==> src/rtl/rx_dma_chan_run_ctrl.sv <==
// Per-channel start/stop controller for the RX DMA datapath.
// Turns software start/stop pulses into a per-channel ACTIVE mask, tracks
// packets in flight per channel, and acknowledges a stop once the channel has
// drained or its drain timer expires.
module rx_dma_chan_run_ctrl #(
  parameter int unsigned CHANNELS       = 8,
  parameter int unsigned INFLIGHT_WIDTH = 8,
  parameter int unsigned TIMEOUT_WIDTH  = 16,
  parameter int unsigned STOP_TIMEOUT   = 4096,
  localparam int unsigned CHAN_W        = $clog2(CHANNELS)
) (
  input  logic                  clk,
  input  logic                  reset,
  input  logic [CHANNELS-1:0]   start_req,
  input  logic [CHANNELS-1:0]   stop_req,
  input  logic                  pkt_sof_vld,
  input  logic [CHAN_W-1:0]     pkt_sof_chan,
  input  logic                  pkt_done_vld,
  input  logic [CHAN_W-1:0]     pkt_done_chan,
  output logic [CHANNELS-1:0]   chan_active,
  output logic [2*CHANNELS-1:0] chan_state,
  output logic [CHANNELS-1:0]   stop_done,
  output logic [CHANNELS-1:0]   timeout_err,
  output logic                  err_underflow,
  output logic                  err_overflow
);

  typedef enum logic [1:0] {
    ST_STOPPED  = 2'b00,
    ST_RUNNING  = 2'b01,
    ST_STOPPING = 2'b10
  } state_e;

  localparam logic [TIMEOUT_WIDTH-1:0] TIMER_LAST = TIMEOUT_WIDTH'(STOP_TIMEOUT - 1);
  localparam logic [INFLIGHT_WIDTH-1:0] CNT_MAX   = '1;

  state_e                    state_q [CHANNELS];
  logic [INFLIGHT_WIDTH-1:0] cnt_q   [CHANNELS];
  logic [INFLIGHT_WIDTH-1:0] cnt_nxt [CHANNELS];
  logic [TIMEOUT_WIDTH-1:0]  timer_q [CHANNELS];
  logic [CHANNELS-1:0]       inc_c;
  logic [CHANNELS-1:0]       dec_c;
  logic [CHANNELS-1:0]       ovf_c;
  logic [CHANNELS-1:0]       unf_c;

  // In-flight counter next value and saturation/underflow detection per channel
  always_comb begin
    inc_c = '0;
    dec_c = '0;
    ovf_c = '0;
    unf_c = '0;
    for (int ch = 0; ch < CHANNELS; ch++) begin
      cnt_nxt[ch] = cnt_q[ch];
      inc_c[ch]   = pkt_sof_vld && (pkt_sof_chan == CHAN_W'(ch)) && chan_active[ch];
      dec_c[ch]   = pkt_done_vld && (pkt_done_chan == CHAN_W'(ch));
      if (inc_c[ch] && !dec_c[ch]) begin
        if (cnt_q[ch] == CNT_MAX) ovf_c[ch] = 1'b1;
        else                      cnt_nxt[ch] = cnt_q[ch] + INFLIGHT_WIDTH'(1);
      end else if (dec_c[ch] && !inc_c[ch]) begin
        if (cnt_q[ch] == '0) unf_c[ch] = 1'b1;
        else                 cnt_nxt[ch] = cnt_q[ch] - INFLIGHT_WIDTH'(1);
      end
    end
  end

  // Per-channel run FSMs, counters, drain timers and registered outputs
  always_ff @(posedge clk or negedge reset) begin
    if (!reset) begin
      for (int ch = 0; ch < CHANNELS; ch++) begin
        state_q[ch] <= ST_STOPPED;
        cnt_q[ch]   <= '0;
        timer_q[ch] <= '0;
      end
      chan_active   <= '0;
      stop_done     <= '0;
      timeout_err   <= '0;
      err_underflow <= 1'b0;
      err_overflow  <= 1'b0;
    end else begin
      stop_done     <= '0;
      err_underflow <= |unf_c;
      err_overflow  <= |ovf_c;
      for (int ch = 0; ch < CHANNELS; ch++) begin
        cnt_q[ch] <= cnt_nxt[ch];
        case (state_q[ch])
          ST_STOPPED: begin
            if (start_req[ch]) begin
              state_q[ch]     <= ST_RUNNING;
              chan_active[ch] <= 1'b1;
              timeout_err[ch] <= 1'b0;
            end
          end
          ST_RUNNING: begin
            // Stop wins over a simultaneous start
            if (stop_req[ch]) begin
              state_q[ch]     <= ST_STOPPING;
              chan_active[ch] <= 1'b0;
              timer_q[ch]     <= '0;
            end
          end
          ST_STOPPING: begin
            timer_q[ch] <= timer_q[ch] + TIMEOUT_WIDTH'(1);
            if (cnt_nxt[ch] == '0) begin
              state_q[ch]   <= ST_STOPPED;
              stop_done[ch] <= 1'b1;
            end else if (timer_q[ch] == TIMER_LAST) begin
              // Forced stop: packets still in flight are abandoned
              state_q[ch]     <= ST_STOPPED;
              stop_done[ch]   <= 1'b1;
              cnt_q[ch]       <= '0;
              timeout_err[ch] <= 1'b1;
            end
          end
          default: begin
            state_q[ch]     <= ST_STOPPED;
            chan_active[ch] <= 1'b0;
          end
        endcase
      end
    end
  end

  // Pack per-channel state registers onto the status bus
  always_comb begin
    chan_state = '0;
    for (int ch = 0; ch < CHANNELS; ch++) begin
      chan_state[2*ch +: 2] = state_q[ch];
    end
  end

endmodule

==> config.mk <==
export PLATFORM = sky130hd
export DESIGN_NAME = rx_dma_chan_run_ctrl
export DESIGN_NICKNAME = d
export VERILOG_FILES = /design/src/rtl/rx_dma_chan_run_ctrl.sv
export SDC_FILE = /design/constraint.sdc
export NUM_CORES = 1
export LEC_CHECK = 0
export ABC_CLOCK_PERIOD_IN_PS = 3200
export CAP_MARGIN = 25
export CORE_ASPECT_RATIO = 0.7
export CORE_MARGIN = 2
export CORE_UTILIZATION = 35
export CTS_CLUSTER_DIAMETER = 100
export DETAILED_ROUTE_END_ITERATION = 8
export PLACE_DENSITY = 0.47
export SLEW_MARGIN = 20
export SYNTH_ARGS = -nofsm -noshare
export SYNTH_HDL_FRONTEND = slang
export SYNTH_SLANG_ARGS = --single-unit
==> constraint.sdc <==
create_clock -name clk -period 3.2 [get_ports clk]
set_clock_uncertainty 0.15 [all_clocks]
set_input_delay 0.8 -clock clk [delete_from_list [all_inputs] [get_ports clk]]
set_output_delay 0.8 -clock clk [all_outputs]
set_load 0.05 [all_outputs]
# Word level (Yosys, flattened, before mapping)
# Cells that the tools add are included.
dict set report totals {
  inputBits 26
  out_inout_bits 42
  word_cells 525
  ff_bits 234
}
dict set report classes {
  n_reduce_logical 132
  bitwise 8
  add_sub_neg 24
  n_mux 232
  n_eq_ne 86
}
# cell n
set op_table {}
lappend op_table {{$mux W8} 56}
lappend op_table {{$pmux W16 S2} 8}
lappend op_table {{$add A16 B1 Y16 const B} 8}
lappend op_table {{$eq A16 B12 Y1 const B} 8}
lappend op_table {{$logic_not A8 Y1} 16}
lappend op_table {{$mux W16} 8}
lappend op_table {{$mux W1} 104}
lappend op_table {{$add A8 B1 Y8 const B} 8}
lappend op_table {{$eq A8 B8 Y1 const B} 8}
lappend op_table {{$mux W2} 32}
lappend op_table {{$ne A2 B2 Y1 const B} 32}
lappend op_table {{$sub A8 B1 Y8 const B} 8}
lappend op_table {{$pmux W2 S3} 8}
lappend op_table {{$reduce_and A3 Y1} 16}
lappend op_table {{$logic_and A1 B1 Y1} 40}
lappend op_table {{$reduce_and A4 Y1} 8}
lappend op_table {{$reduce_bool A2 Y1} 16}
lappend op_table {{$eq A3 B3 Y1 const B} 8}
lappend op_table {{$ne A3 B3 Y1 const B} 8}
lappend op_table {{$pmux W1 S3} 8}
lappend op_table {{$eq A2 B1 Y1 const B} 8}
lappend op_table {{$eq A2 B2 Y1 const B} 8}
lappend op_table {{$logic_not A1 Y1} 16}
lappend op_table {{$logic_not A2 Y1} 8}
lappend op_table {{7 further kinds} 34}

# Depth between registers and ports, before layout
dict set report depth {
  depth_word 10
  ltp_mapped 10
  mapped_depth_nobuf 9
}

# Worst setup path after synthesis
# Ideal clock, no wire load.
dict set report synth_timing {
  path_type {input to register}
  start {input port pkt_done_vld}
  end {register timeout_err[7]}
  path_slack_ns 0.255
  arrival_ns 2.674
  required_time_ns 2.929
  n_path_buf 2
  setup_ns 0.121
  cell_stages 9
  path_cell_list {and4_4 buf_6 or3_1 buf_2 or4_1 o311ai_1 and3_1 nand4_2 a22o_1}
}
dict set report synth_between {
  elab_chain_len 7
  word_cells_on_any_way 9
  classes_between {1 x eq/ne; 2 x mux; 6 x reduce/logical}
}
# item line
set synth_lines {}
lappend synth_lines {{start: declaration} 18} ;# input logic pkt_done_vld,
lappend synth_lines {{$logic_and A1 B1 Y1 *} 55} ;# dec_c[ch] = pkt_done_vld && (pkt_done_chan == CHAN_W'(ch));
lappend synth_lines {{$logic_and A1 B1 Y1 or $logic_not A1 Y1 (tied branches)} {59, 56}}
lappend synth_lines {{$mux W8 or $logic_and A1 B1 Y1 (tied branches)} {59, 56}}
lappend synth_lines {{$mux W8 *} 56} ;# if (inc_c[ch] && !dec_c[ch]) begin
lappend synth_lines {{$logic_not A8 Y1 *} 103} ;# if (cnt_nxt[ch] == '0) begin
lappend synth_lines {{$ne A2 B2 Y1 (no line) *} -}
lappend synth_lines {{$reduce_and A4 Y1 (no line) *} -}
lappend synth_lines {{end signal: assignment} 76} ;# timeout_err <= '0;
lappend synth_lines {{end signal: indexed assignment} 90} ;# timeout_err[ch] <= 1'b0;
lappend synth_lines {{end signal: indexed assignment} 111} ;# timeout_err[ch] <= 1'b1;
lappend synth_lines {{end: declaration} 23} ;# output logic [CHANNELS-1:0] timeout_err,
# Mark *: on every way between the ends. The rest lies on a longest branch, timed or not.
# A chain may end at the register's enable or synchronous reset.

# Worst setup path in the final report
dict set report layout_timing {
  start {input port pkt_done_chan[1]}
  end {register state_q (netlist bit chan_state[7])}
}
dict set report layout_between {
  elab_chain_len 8
  word_cells_on_any_way 12
  classes_between {2 x eq/ne; 4 x mux; 6 x reduce/logical}
}
# item line
set layout_lines {}
lappend layout_lines {{start: declaration} 19} ;# input logic [CHAN_W-1:0] pkt_done_chan,
lappend layout_lines {{$eq A3 B2 Y1 *} 55}
lappend layout_lines {{$logic_and A1 B1 Y1 *} 55}
lappend layout_lines {{$logic_and A1 B1 Y1 or $logic_not A1 Y1 (tied branches)} {59, 56}}
lappend layout_lines {{$mux W8 or $logic_and A1 B1 Y1 (tied branches)} {59, 56}}
lappend layout_lines {{$mux W8 *} 56}
lappend layout_lines {{$logic_not A8 Y1 *} 103}
lappend layout_lines {{$ne A3 B3 Y1 (no line) or $mux W2 (tied branches)} -}
lappend layout_lines {{$reduce_and A3 Y1 (no line) or $pmux W2 S3 (tied branches)} -}
lappend layout_lines {{end signal: indexed assignment} 104} ;# state_q[ch] <= ST_STOPPED;
lappend layout_lines {{end signal: indexed assignment} 108} ;# state_q[ch] <= ST_STOPPED;
lappend layout_lines {{end signal: indexed assignment} 115} ;# state_q[ch] <= ST_STOPPED;
lappend layout_lines {{end: declaration} 37} ;# state_e state_q [CHANNELS];
# Marked as above.

==> results.md <==
- R2r startpoint: cnt_q[32]$_DFF_PN0_
- Post-DRT Antenna Nets: 0
- Gate Count Post-Synth: 1,810
- Syn_nets: ~1,900
- EDFF count, synth: 0
- CTS max path bufs: 3
- Number of H-tree levels: 1
- Die height: 177 um
- Max_slew headroom: 38.2%
- Crit path time final: 3.10 ns
- Clk sinks: roughly 230
- Setup slack, reg-to-reg: 0.26 ns
- Antenna diode count: 0
- Number of gates resized after CTS: 0
- Seq cells post-synth: 234
- Non-Filler Instances: 2,585
- Min Hold Slack: approximately 0.022 ns
- P&R area growth vs syn: 23.8%
- CP Max Fanout: 13
- Share of layout cells above drive strength 1: 14.9%
- Main synth FF type: dfrtp_1
- Drt first pass iters: 6
- Port buffer count: 67
- Most frequent cells in the layout: 234 x dfrtp_1, 208 x buf_4, 199 x o21ai_0
- HPWL after DPL: 30,500 um
- R2R depth: 9
- Initial Util: 35.5%
- Post-Place Setup Slack: -0.511 ns
- Number of global-route vias before repair: 13,190
- Most common cell after layout, fill and taps aside: dfrtp_1
- Placed Area: between 15,000 and 20,000 um^2
- Routed WL: between 40,000 and 50,000 um
- Final Cell Area: 18,600 um^2
- TritonCTS clock tree: yes
- P_leak: roughly 8.0 nW
- DP Cell Count: 2,533
- Setup WS post-layout: 0.0963 ns
- Worst Setup End Kind: flip-flop
- Pins Over Slew Limit: 0
- RSZ-0062 raised after global routing: false
- Total congestion overflow: 0
- Critical setup path kind: in -> reg
- Die Footprint: between 40,000 and 50,000 um^2
- Worst reg2reg path endpoint: chan_state[7]$_DFFE_PN0P_
- Root Driver: clkbuf_16
- Power after layout: between 10 and 15 mW
- GRT Util Overall: 18.8%
- Yosys warns: 0
- Startpoint Class: input pin
- Cell Pwr Density: 766 nW/um^2
- Sequential-to-total area share from yosys stat: 39.0%
- Worst-Margin Slew: 0.927 ns
- Vias: 14,416
- Max rail drop VDD: around 0.38 mV
- # nets final: roughly 2,100
- Core box area: 42,300 um^2
- Status: finished, final reports clean
- Largest net degree at the start of global routing: 59
- Num rows: 63
- Period Utilization, post-route: between 90 and 100%
- Routed wire length per instance: ~16 um
- Clk slew on worst S/H paths: 0.06 ns
- Final setup fails: 0
- Max frequency: 0.322 GHz
- # Post-CTS Setup Buffers: 0
- Die Width: 252 um
- CTS Buf Count: 28
- Final Hold Vio Count: 0
- Critical Path AT: 3.38 ns
- Fin util: 43.9%
- Clk_lat worst skew: around 0.57 ns
- Vias per inst: 5.58
- Post-route DRC: 0
- # fillers: 4,182
- Post-Route Setup TNS: 0 ns
- Critical path required time: 3.48 ns
- Hold bufs inserted after CTS: 0
- GPL Wtd Cong: 0.914
- Distinct cell type count after synthesis: 92
- Post-Syn Area per Cell: between 8 and 9 um^2
- First-pass GRT wire length: 69,700 um
- Worst hold path class: in -> async
- Initial DRC count: 1,330
- Initial antenna violation count: 1
- # IOs: 68
- Synthesized area: 15,000 um^2
- Max-cap violations: 0
- Async set-reset flop share out of synthesis: 100%
==> per-layer routing <==
metal / GRT usage [%] / part of all wire [%]
met1: 29.4 / 53
met3: 2.71 / 4.9
met5: 0 / 0.031
met2: 27.3 / 41
met4: 3.15 / 1.4
==> synth_stat cells, types with 6 or more instances <==
| library cell | instances | share of area (%) |
|---|---|---|
| dfrtp_1 | 234 | 39 |
| o21ai_0 | 200 | 6.7 |
| nand2_1 | 179 | 4.5 |
| nor2_1 | 159 | 4.0 |
| nand3_1 | 95 | 3.2 |
| clkbuf_1 | 89 | 2.2 |
| a21oi_1 | 82 | 2.7 |
| nand4_1 | 60 | 2.5 |
| and3_1 | 50 | 2.1 |
| nor3_1 | 50 | 1.7 |
| inv_1 | 44 | 1.1 |
| a31oi_1 | 41 | 1.7 |
| ha_1 | 32 | 2.7 |
| nand2b_1 | 28 | 1.2 |
| and4_1 | 24 | 1.4 |
| nor2b_1 | 23 | 0.96 |
| and2_1 | 21 | 0.87 |
| nor4_1 | 20 | 0.83 |
| mux2i_1 | 19 | 1.3 |
| o31ai_1 | 18 | 0.90 |
| a211oi_1 | 15 | 0.75 |
| or4_1 | 15 | 0.75 |
| xnor2_1 | 15 | 0.87 |
| o211ai_1 | 14 | 0.70 |
| o22ai_1 | 13 | 0.54 |
| a21o_1 | 12 | 0.60 |
| nor3b_1 | 12 | 0.60 |
| o21a_1 | 12 | 0.60 |
| buf_2 | 11 | 0.37 |
| nand3b_1 | 11 | 0.55 |
| or3_1 | 11 | 0.46 |
| a22o_1 | 10 | 0.58 |
| o21ai_1 | 10 | 0.33 |
| a41oi_1 | 8 | 0.47 |
| or2_2 | 8 | 0.33 |
| and4b_1 | 7 | 0.47 |
| o31a_1 | 7 | 0.41 |
| o41ai_1 | 7 | 0.41 |
| nand4b_1 | 6 | 0.35 |
| o311a_1 | 6 | 0.40 |
| o311ai_1 | 6 | 0.35 |
| or3b_2 | 6 | 0.35 |
==> worst max-delay path, cell delays in order <==
cell             delay (ns)
clkdlybuf4s50_1        0.50
buf_4                  0.19
buf_4                  0.15
nand4b_4               0.10
or4_1                  0.43
o21a_1                 0.18
a211oi_1               0.35
o311ai_1               0.22
nor4_2                 0.35
o21ai_1                0.12
==> cell type report <==
cell class	count	area (um^2)	share of cell area, %
Multi-Input combinational cell	1424	8590	46.2
Sequential cell	234	5860	31.5
Timing Repair Buffer	279	2320	12.5
Clock buffer	36	802	4.31
Tap cell	552	691	3.71
Clock inverter	16	173	0.928
Inverter	44	165	0.888
==> worst max path at each step <==
stage,start,end,slack [ns]
floorplan,pkt_done_vld,timeout_err[7]$_DFFE_PN0P_,0.25
global placement,pkt_done_chan[0],stop_done[4]$_DFF_PN0_,-0.58
CTS,pkt_done_chan[0],chan_state[5]$_DFFE_PN0P_,0.09
finish,pkt_done_chan[1],chan_state[7]$_DFFE_PN0P_,0.1
global route,pkt_sof_chan[2],stop_done[3]$_DFF_PN0_,0.002
detailed placement,pkt_done_chan[1],chan_state[1]$_DFFE_PN0P_,-0.51
==> cell families after synthesis <==
kind of cell    count (synthesis)  synth area share, %
simple gates                  819                 29.5
compound gates                531                 22.2
flops                         234                 39.0
buf+inv                       152                 4.00
fa+ha+maj                      32                 2.67
mux                            22                 1.49
xor+xnor                       20                 1.17
==> sequential cells by signal, indices dropped and copies added (netlist names) <==
signal / cells
err_underflow: 1
chan_active: 8
cnt_q: 64
stop_done: 8
chan_state: 16
err_overflow: 1
timeout_err: 8
timer_q: 128
==> power breakdown <==
part	switching [mW]	total, mW	leakage (nW)	internal, mW
combinational	3.50	6.10	4.38	2.60
clock	1.37	3.38	0.486	2.01
sequential	1.10	4.75	3.10	3.65
(Power assumes the default switching activity.)
==> edit 1: new RTL, same flow settings <==
Register the output `timeout_err` once more, with the module's reset; this adds one clock of latency there. The other outputs are not delayed to match.
--- a/src/rtl/rx_dma_chan_run_ctrl.sv
+++ b/src/rtl/rx_dma_chan_run_ctrl.sv
@@ -35,2 +35,4 @@
   localparam logic [INFLIGHT_WIDTH-1:0] CNT_MAX   = '1;
+
+  logic [CHANNELS-1:0] timeout_err_s0;
 
@@ -75,3 +77,3 @@
       stop_done     <= '0;
-      timeout_err   <= '0;
+      timeout_err_s0 <= '0;
       err_underflow <= 1'b0;
@@ -89,3 +91,3 @@
               chan_active[ch] <= 1'b1;
-              timeout_err[ch] <= 1'b0;
+              timeout_err_s0[ch] <= 1'b0;
             end
@@ -110,3 +112,3 @@
               cnt_q[ch]       <= '0;
-              timeout_err[ch] <= 1'b1;
+              timeout_err_s0[ch] <= 1'b1;
             end
@@ -130,2 +132,10 @@
 
+  always_ff @(posedge clk or negedge reset) begin
+    if (!reset) begin
+      timeout_err <= '0;
+    end else begin
+      timeout_err <= timeout_err_s0;
+    end
+  end
+
 endmodule
Function: same outputs for any inputs over 4 cycles, from zero or initial values and one cycle with reset low; that may be too few to reach the edited logic, so the function may still have changed.
==> edit 1 against the original RTL <==
Cell area is 2.0% higher. Synthesized area increased by 1.7%. Critical endpoint is now chan_state[5]$_DFFE_PN0P_. Sequential power fell by 1%. Power shrank 2.7%. Maximum frequency decreased by 0.54%. Critical path type is now register to register. Highest routed layer is now met4. Routed wire length is 3.5% higher. Setup slack lost 0.017 ns. Sequential cell count increased by 8. Largest power group unchanged.
==> edit 1: results <==
[logic_synthesis]
syn_area_per_cell_um2 = 8.257
synth_top_cells_by_count = o21ai_0 (243), dfrtp_1 (242), nand2_1 (164), nor2_1 (163), clkbuf_1 (114)
syn-num-nets = 1908
seq_area_frac_synth = 0.3964
synth_area_leaders = dfrtp_1 (40%), o21ai_0 (8.0%), nand2_1 (4.0%)
synth_mux_area_frac = 0.01540
synthXorXnorAreaFrac = 0.008027

[global_route]
grt_max_degree = 72
met3_usage = 0.03078
grt_usage = 0.1919
grt_pass1_wl_um = 72110
met1_usage = 0.3067

[placement]
place_inst = 2603
placed_area_um2 = 17900
pre_cts_ws_ns = -0.6088
place_congestion = 0.9156

[power_and_ir_drop]
switching_share = 0.4198
power_density_nw_per_um2 = 730.7
power_leakage_nw = 8.143
vdd_drop_max_uv = 550.0
pg_seq_w = 0.00470

[run_status]
status = complete, no violations

[routing]
wl_per_cell_um = 16.47
avgViaCountPerCell = 5.636
met3_length_um = 2451
wl_met1_um = 23140
met2_length_um = 17290
via_count = 14960
drt_iter0_markers = 1520
top_layer = met4

[setup_path]
worstPathArrival_ns = 3.40

[sta]
maxSlewHeadroom = 0.3467

[cells_and_area]
nNetsFinal = 2111
drive_gt1_frac = 0.1523

[min_path]
min_path_type = register to register
## edit 1: cell types whose count changed after synthesis, moves of 11 or more
cell,before,now
clkbuf_1,89,114
nand2_1,179,164
nand3_1,95,79
a21oi_1,82,97
o21ai_0,200,243
buf_2,11,0
## edit 1: timing repair
action | in CTS | in global routing
resized for setup | 1 | 30
hold buffers | 1 | 0
pin swaps | 0 | 3
hold endpoints to repair | 39 | 0
setup endpoints to repair | 1 | 16
buffers inserted | 0 | 4
## edit 1: path summary, 6_finish.rpt
check / from / slack [ns] / endpoint / depth (start not counted)
worst min-delay path: timeout_err_s0[1]$_DFFE_PN0P_ / 0.21 / timeout_err[1]$_DFF_PN0_ / 0
worst min register to register: timeout_err_s0[1]$_DFFE_PN0P_ / 0.21 / timeout_err[1]$_DFF_PN0_ / 0
max in group asynchronous: reset / 1.60 / timer_q[113]$_DFFE_PN0P_ / 3
worst max-delay path: cnt_q[40]$_DFF_PN0_ / 0.08 / chan_state[5]$_DFFE_PN0P_ / 9
min in group asynchronous: reset / 0.58 / timer_q[106]$_DFFE_PN0P_ / 2
worst max register to register: cnt_q[40]$_DFF_PN0_ / 0.08 / chan_state[5]$_DFFE_PN0P_ / 9
## edit 1: worst max-delay path: stages, from the launching register on
cell and delay, ns:
dfrtp_1 0.40, inv_2 0.09, ha_4 0.14, or4b_4 0.46
or4_4 0.49, and4b_1 0.23, a21oi_1 0.13, o2bb2ai_1 0.11
or4_4 0.58, a31o_1 0.24
## edit 1: layout make-up
type                    count  area [um^2]
multi-input cells        1447         8741
clock buffers              40        797.0
diodes                      1        2.502
well taps                 585        732.0
repair buffers            290         2395
inverters                  44        165.2
flip-flops and latches    242         6056
clock inverters             5        77.57
fillers                  4258        23760
==> edit 2: new RTL, same settings <==
Made on the original files. The parameter `TIMEOUT_WIDTH` goes from 16 to 32.
--- a/src/rtl/rx_dma_chan_run_ctrl.sv
+++ b/src/rtl/rx_dma_chan_run_ctrl.sv
@@ -7,3 +7,3 @@
   parameter int unsigned INFLIGHT_WIDTH = 8,
-  parameter int unsigned TIMEOUT_WIDTH  = 16,
+  parameter int unsigned TIMEOUT_WIDTH  = 32,
   parameter int unsigned STOP_TIMEOUT   = 4096,
Behaviour: no difference found for any inputs over 4 cycles, from zero or initial values and one cycle with reset low; that may be too few to reach the edited logic, so the function may still have changed.
==> edit 2 against the original RTL <==
Power grew 31%. Routed wire length grew 49%. Die area grew 45%. Global-route usage grew 0.77 points. Sequential power grew 37%. Cell area grew 43%. Sequential cell count grew 128. Maximum frequency grew 0.14%. Clock power grew 53%. Synthesized area grew 46%. First-iteration DRC count grew 49%. Setup slack gained 0.0042 ns. Critical path type unchanged. Highest routed layer is now met4.
==> edit 2: results <==
[run_status]
status = complete, no violations

[logic_synthesis]
syn-num-nets = 2657
synth_mux_area_frac = 0.02295
synth-compound-area-share = 0.2105
ys_types = 97
synth_top_cells_by_count = dfrtp_1 (362), nand2_1 (308), o21ai_0 (299), nand3_1 (180), nor2_1 (154)
seq_area_frac_synth = 0.4124
synthXorXnorAreaFrac = 0.01156
ys.warnings.count = 0
synth_fa_ha_area_frac = 0.01823
synth_ff_type = dfrtp_1
synth_area_leaders = dfrtp_1 (41%), o21ai_0 (6.8%), nand2_1 (5.3%)
syn-instance-count = 2599

[routing]
top_layer = met4
met3_length_um = 3133
wl_per_cell_um = 17.12
wl_met1_um = 33320
drt_first_pass_iters = 5
drt_iter0_markers = 1978
met2_length_um = 25590
avgViaCountPerCell = 5.715
routed_wl_um = 62890

[setup_path]
cpPeakStageDelay_ns = 0.52
worstPathMaxFanout = 15
reg2reg_depth = 10
path_delay_family = buffers and inverters

[placement]
pre_cts_ws_ns = -0.4659
hpwlAfterDp_um = 44730
place_inst = 3594
placed_area_um2 = 25040
place_congestion = 0.8717

[cells_and_area]
drive_gt1_frac = 0.1279
n_fill_cell = 6096
final_cell_area_um2 = 26540
nNetsFinal = 2878
largest_reg_flops = 256

[power_and_ir_drop]
power_leakage_nw = 11.30
vdd_drop_max_uv = 468.0

[global_route]
grt_pass1_vias = 19460
grt_usage = 0.1953
grt_max_degree = 69
met1_usage = 0.3119
met2_usage = 0.2726
grt_pass1_wl_um = 104200
met3_usage = 0.02948

[sta]
tightest_slew_ns = 0.8894

[cts]
post_cts_resized = 0
clk_latency_ns = 0.59
h-tree-depth = 2
numCtsBuffers = 43
## edit 2: cell types whose count changed after synthesis, sizes merged, moves of 13 or more
cell and delta:
a21oi +53, and3 +26, and4 +13, clkbuf +17, dfrtp +128, inv +18
mux2i +28, nand2 +129, nand3 +85, nand4 +32, nor4 +56, o211ai +15
o21ai +115, o31ai +28
## edit 2: path summary, 6_finish.rpt
check / to / startpoint / slack [ns]
worst min-delay path: timer_q[216]$_DFFE_PN0P_ / reset / 0.006
worst max register to register: chan_state[15]$_DFFE_PN0P_ / cnt_q[1]$_DFF_PN0_ / 0.15
min in group clk: timer_q[31]$_DFFE_PN0P_ / timer_q[31]$_DFFE_PN0P_ / 0.32
worst max-delay path: chan_state[9]$_DFFE_PN0P_ / pkt_sof_chan[1] / 0.10
worst min register to register: timer_q[31]$_DFFE_PN0P_ / timer_q[31]$_DFFE_PN0P_ / 0.32
max in group asynchronous: cnt_q[27]$_DFF_PN0_ / reset / 2.06
## edit 2: layout make-up
cell class,count,share of cell area
well taps,819,0.03861
diodes,1,0.00009429
flip-flops and latches,362,0.3413
inverters,62,0.008769
clock inverters,23,0.009854
clock buffers,55,0.04564
repair buffers,300,0.09561
multi-input cells,2051,0.4601
## edit 2: power by group
part           internal (W)  switching, W  total (W)  leakage [nW]
clock network       0.00308       0.00208    0.00517         0.725
logic               0.00276       0.00418    0.00694          5.69
registers           0.00527       0.00126    0.00653          4.89
## edit 2: per-stage QoR
stage	utilization	hold WS, ns	TNS, ns
2_1_floorplan	-	0.2879	0
3_3_place_gp	0.4052	0.3110	-9.415
3_5_place_dp	0.4052	0.3204	-9.537
4_1_cts	0.4290	0.002616	0
5_1_grt	0.4293	0.02482	0
6_report	0.4294	0.006129	0
